[src/rtl/fetch_sequencer.sv]
// fetch_sequencer: program-counter and run-control stage feeding instruction memory.
// Ports:
//   Clk, Reset          rising-edge clock, asynchronous active-high reset
//   Start               run request; high arms, falling edge launches
//   Halt                decoded halt at the current PC (RUN only)
//   BranchAbs           unconditional absolute jump to Target (RUN only)
//   BranchRel, Zero     relative branch by signed Target, taken when Zero (RUN only)
//   Target              absolute target (zero-extended) or signed relative offset
//   PC                  current instruction address
//   Running             high while in RUN
//   Ack                 registered done flag, high in DONE
//   Cycles              saturating count of RUN edges in the current/last program
module fetch_sequencer #(
  parameter int PC_W  = 10,
  parameter int OFF_W = 8,
  parameter int CNT_W = 16
) (
  input  logic             Clk,
  input  logic             Reset,
  input  logic             Start,
  input  logic             Halt,
  input  logic             BranchAbs,
  input  logic             BranchRel,
  input  logic             Zero,
  input  logic [OFF_W-1:0] Target,
  output logic [PC_W-1:0]  PC,
  output logic             Running,
  output logic             Ack,
  output logic [CNT_W-1:0] Cycles
);
  typedef enum logic [1:0] {IDLE, ARMED, RUN, DONE} state_t;
  localparam int W = PC_W > OFF_W ? PC_W : OFF_W;
  state_t state, next;
  logic [W-1:0] tgt_z;
  logic signed [W-1:0] tgt_s;
  logic [PC_W-1:0] pc_next;
  // Widen first so both zero/sign extension and truncation work for any PC_W/OFF_W
  assign tgt_z = W'(Target);
  assign tgt_s = W'(signed'(Target));
  assign pc_next = BranchAbs ? tgt_z[PC_W-1:0] :
                   (BranchRel && Zero) ? PC + tgt_s[PC_W-1:0] : PC + PC_W'(1);
  always_ff @(posedge Clk or posedge Reset)
    if (Reset) state <= IDLE;
    else state <= next;
  always_comb
    case (state)
      IDLE:    next = Start ? ARMED : IDLE;
      ARMED:   next = Start ? ARMED : RUN;
      RUN:     next = Start ? ARMED : Halt ? DONE : RUN;
      default: next = Start ? ARMED : DONE;
    endcase
  always_comb Running = state == RUN;
  // Entering or sitting in ARMED zeroes PC and Cycles, so RUN always starts clean at 0
  always_ff @(posedge Clk or posedge Reset)
    if (Reset) begin
      PC     <= '0;
      Cycles <= '0;
      Ack    <= 1'b0;
    end else begin
      Ack <= next == DONE;
      if (next == ARMED || state == ARMED) begin
        PC     <= '0;
        Cycles <= '0;
      end else if (state == RUN) begin
        Cycles <= &Cycles ? Cycles : Cycles + CNT_W'(1);
        if (!Halt) PC <= pc_next;
      end
    end
endmodule
[config.mk]
export PLATFORM = sky130hd
export DESIGN_NAME = fetch_sequencer
export DESIGN_NICKNAME = d
export VERILOG_FILES = /design/src/rtl/fetch_sequencer.sv
export SDC_FILE = /design/constraint.sdc
export NUM_CORES = 1
export LEC_CHECK = 0
export BUFFER_PORTS_ARGS = -buffer_cell sky130_fd_sc_hd__clkbuf_2
export CAP_MARGIN = 10
export CORE_MARGIN = 5
export CORE_UTILIZATION = 25
export DETAILED_ROUTE_END_ITERATION = 8
export GPL_TIMING_DRIVEN = 0
export PLACE_DENSITY = 0.46
export SLEW_MARGIN = 15
export SYNTH_ARGS = -nofsm -noshare
export SYNTH_HDL_FRONTEND = slang
export SYNTH_SLANG_ARGS = --single-unit
export TNS_END_PERCENT = 5
[constraint.sdc]
create_clock -name Clk -period 3.5 [get_ports Clk]
set_input_delay 0.525 -clock Clk [delete_from_list [all_inputs] [get_ports Clk]]
set_output_delay 0.525 -clock Clk [all_outputs]
set_load 0.1 [all_outputs]
# After elaboration in Yosys (flattened, before gate mapping)

Cells that the tools add are included.
W data, S select, Z words.

Multiplexer cells: 14
Equality and inequality tests: 6
$add $sub $neg: 3
Reduce and logical (&&, ||, !) cells: 7

Operators with widths:

| cell                    | number |
|---|---|
| $mux W10                | 5 |
| $mux W16                | 3 |
| $add A16 B1 Y16 const B | 1 |
| $reduce_and A16 Y1      | 1 |
| $add A10 B1 Y10 const B | 1 |
| $add A10 B10 Y10        | 1 |
| $mux W2                 | 3 |
| $pmux W2 S3             | 1 |
| $eq A2 B1 Y1 const B    | 2 |
| $eq A2 B2 Y1 const B    | 2 |
| $reduce_and A2 Y1       | 2 |
| $logic_not A2 Y1        | 1 |
| $mux W1                 | 2 |
| $ne A2 B1 Y1 const B    | 1 |
| $ne A2 B2 Y1 const B    | 1 |
| $reduce_bool A2 Y1      | 1 |
| $logic_and A1 B1 Y1     | 1 |
| $logic_or A1 B1 Y1      | 1 |

Logic and storage cells: 34
Output and inout bits: 28
Bits in registers: 29
Input bits: 15

# Longest topological paths before layout

Depth in word-level cells: 7
Depth in mapped cells: 9
Mapped depth without buffers: 9

# Least setup slack after synthesis

OpenSTA, ideal clock, no wires.

Kind: flip-flop to flip-flop
Start: reg PC[0]
End: reg PC[6]
Cell stages (with the launch flop): 9
Path slack: 0.838 ns
Data required time: 3.374 ns
Arrival time: 2.536 ns
Library setup time: 0.126 ns
Path through: dfrtp_1 -> ha_1 -> fa_1 -> a21o_1 -> a21oi_1 -> o21a_1 -> nor2_1 -> xor2_1 -> a221o_1

Longest elaborated chain between the ends: 6

RTL lines:

| item                                                       | line | RTL |
|---|---|---|
| start: declaration                                         | 26   | `output logic [PC_W-1:0] PC,` |
| start signal: assignment                                   | 66   | `if (!Halt) PC <= pc_next;` |
| $add A10 B1 Y10 / $add A10 B10 Y10 (equally long branches) | 41   | `(BranchRel && Zero) ? PC + tgt_s[PC_W-1:0] : PC + PC_W'(1);` |
| $mux W10 (*)                                               | 41   |  |
| $mux W10 (*)                                               | 40   | `assign pc_next = BranchAbs ? tgt_z[PC_W-1:0] :` |
| $mux W10 (*)                                               | 66   |  |
| $mux W10 (*)                                               | 64   | `end else if (state == RUN) begin` |
| $mux W10 (*)                                               | 61   | `if (next == ARMED \|\| state == ARMED) begin` |

Mark *: on every way between the ends. The rest lies on a longest branch, timed or not. The select of a mux whose other input is x is not followed.
A chain may end at the register's enable or synchronous reset.

# Worst setup path after layout

Start: in BranchRel
End: reg PC[6]

Longest elaborated chain between the ends: 6

RTL lines:

| item                | line | RTL |
|---|---|---|
| start: declaration  | 23   | `input logic BranchRel,` |
| $logic_and A1 B1 Y1 | 41   |  |
| $mux W10            | 41   |  |
| $mux W10            | 40   |  |
| $mux W10            | 66   |  |
| $mux W10            | 64   |  |
| $mux W10            | 61   |  |

Every way passes these cells. The select of a mux whose other input is x is not followed.

==> metrics.cfg <==
[setup_path]
crit_buf_inv=1
worstRegToRegCells=8
startpoint_type=input port
worst_path_largest_cell_delay_ns=0.42
cp_num_cells=10
crit_slowest_cell=fa_1
r2r_setup_slack_ns=1.19
cp-endpoint=PC[6]
required_ns=3.66
rr_endpoint=PC[6]
critPathLaunch=BranchRel
cp_max_fo=8
crit_type=in -> reg
cp.arrival_ns=2.56
endpoint_kind=register
path_delay_family=compound AO/OA/AOI/OAI gates
path_cells=clkbuf_2, nand3b_1, ha_1, fa_1, a21o_1, a21oi_1, o21a_1, nor2_1, xor2_1, a221o_1
r2r-start=PC[0]

[global_route]
grt_overflow=0
grt_pass1_vias=1496
track_usage=0.106
antenna_found_initial=0
grt_first_pass_wirelength_um=7410
grt_max_degree=30

[cells_and_area]
num-nets-final=275
diodes=0
layout-drive-gt1-share=0.248
area_delta_synth_final_pct=23.5
fin_util=0.316

[power_and_ir_drop]
power.leakage_nw=1.14
powerDensity_nw_per_um2=333
ir_drop_uv=151

[run_status]
status=finished clean

[synthesis]
syn-instance-count=200
synthesis.nets=226
synthTopCellsByCount=29 x dfrtp_1, 24 x nor2_1, 20 x nand2_1
yosysMostFrequentCell=dfrtp_1
ys_seq_elements=29
yosysTopAreaCellShare=0.392
yosysWarnings=0
synth.avg_cell_area_um2=9.27
synth_edf_count=0
synthFlopType=dfrtp_1
yosys-top-cells-area=dfrtp_1 39%, ha_1 6.8%, xor2_1 5.2%, nor2_1 4.9%, nand2_1 4.1%
ys_seq_area_frac=0.392
synth.distinct_cells=43
synth_top_area_cell=dfrtp_1
async_reset_ff_frac=1.00
netlist_area_um2=1850

[floorplanning]
rows=31
die_w_um=96.1
start_util=0.255
die_h_um=96.1
die_area_um2=9230
io_pins=43
core_um2=7250

[drt]
wire_per_inst_um=13.5
wl_um=4730
ant_nets=0
drcViolationCount=0
firstDrtPassIters=4
viasPerCell=4.54
vias=1584
drt_iter0_markers=49

[placement]
portBuffers=42
dp_slack_ns=0.819
gp_congestion=0.766
dpl.hpwl_um=3520

[timing]
slew_viol_final=0
fin_ws_ns=1.10
finalCritPeriodShare=0.686
fin_skew_ns=0.00424
fmax_mhz=416
min_period_ns=2.40
fin_tns_setup_ns=0
final_hold_viol_count=0
slew_headroom=0.556
whs_ns=0.325
worst_pin_slew_ns=0.665
finalSetupViolCount=0
rsz0062_at_grt=false

[clock_tree]
clkTransAtPathRegs_ns=0.07
cts.repair.resized=0
postCtsSetupBuffers=0
clockBufferDepth=2
worstSkewPairLatency_ns=0.27
h-tree-depth=2
cts_tree=built
cts_made_buffers=5
cts_sinks=29
cts_hold_buf=0
root_buffer=clkbuf_8

[min_path]
hold_class=in -> async

[run]
cap_viol_max_count=0

==> through the flow <==
step | total power [mW] | area [um2] | std cells
floorplan | 0.429 | 1850 | 200
global placement | 0.460 | 2190 | 341
detailed placement | 0.460 | 2190 | 341
CTS | 0.779 | 2290 | 349
global route | 0.802 | 2290 | 349
finish | 0.762 | 2290 | 349
==> report_power, final <==
group	switching, mW	total [mW]	internal [mW]
Clock	0.132	0.309	0.178
Sequential	0.00540	0.345	0.340
Combinational	0.0772	0.107	0.0298
==> worst min path at each step <==
| stage | startpoint | endpoint | slack [ns] |
|---|---|---|---|
| 2_1_floorplan | state[0] | state[1] | 0.59 |
| 3_3_place_gp | PC[0] | PC[0] | 0.51 |
| 3_5_place_dp | PC[0] | PC[0] | 0.51 |
| 4_1_cts | Reset | Cycles[5] | 0.35 |
| 5_1_grt | Reset | Cycles[6] | 0.39 |
| 6_report | Reset | Cycles[5] | 0.33 |
==> metal layers <==
metal | share of wire | track usage
met1 | 0.48 | 0.143
met5 | 0 | 0
met4 | 0.011 | 0.0355
met3 | 0.038 | 0.0297
met2 | 0.47 | 0.162
==> flip-flops by register name, indices dropped and copies added (netlist names) <==
| signal | flops |
|---|---|
| Cycles | 16 |
| PC | 10 |
| state | 2 |
| Ack | 1 |
==> cell usage in the layout (no fill, tap or decap), types with 2 or more instances in the layout <==
master,Yosys,final
a211oi_2,2,2
a21o_1,6,6
a21oi_1,11,11
a31oi_1,3,3
and3_1,8,8
and4_1,2,2
clkbuf_1,4,4
clkbuf_2,0,42
clkbuf_8,0,7
dfrtp_1,29,29
ha_1,10,10
inv_1,4,3
inv_2,1,2
mux2i_1,4,4
nand2_1,20,20
nand2b_1,3,3
nand3_1,6,6
nand3b_1,2,2
nand4_1,4,4
nor2_1,24,24
nor3_1,3,3
nor3b_1,2,2
o21ai_0,10,10
o21ai_1,2,2
or3_1,4,4
xnor2_1,7,7
xor2_1,11,11
==> cells by family (layout without fill, tap and decap cells) <==
family | count (synthesis) | in the layout | share of synthesized area
AND/OR/NAND/NOR | 82 | 82 | 0.226
AO/OA/AOI/OAI | 44 | 44 | 0.163
flip-flops | 29 | 29 | 0.392
XOR/XNOR | 19 | 19 | 0.0939
adder cells (fa/ha/maj) | 11 | 11 | 0.0783
buffers and inverters | 11 | 61 | 0.0250
multiplexers | 4 | 4 | 0.0216
==> area by class of cell <==
cell class                      count  area, um2
Buffer                              6       27.5
Clock buffer                        7       96.3
Clock inverter                      1       5.00
Fill cell                         787       4960
Inverter                            5       18.8
Multi-Input combinational cell    160       1080
Sequential cell                    29        726
Tap cell                           99        124
Timing Repair Buffer               42        210
Note: power is estimated with default switching activity, not from simulation.
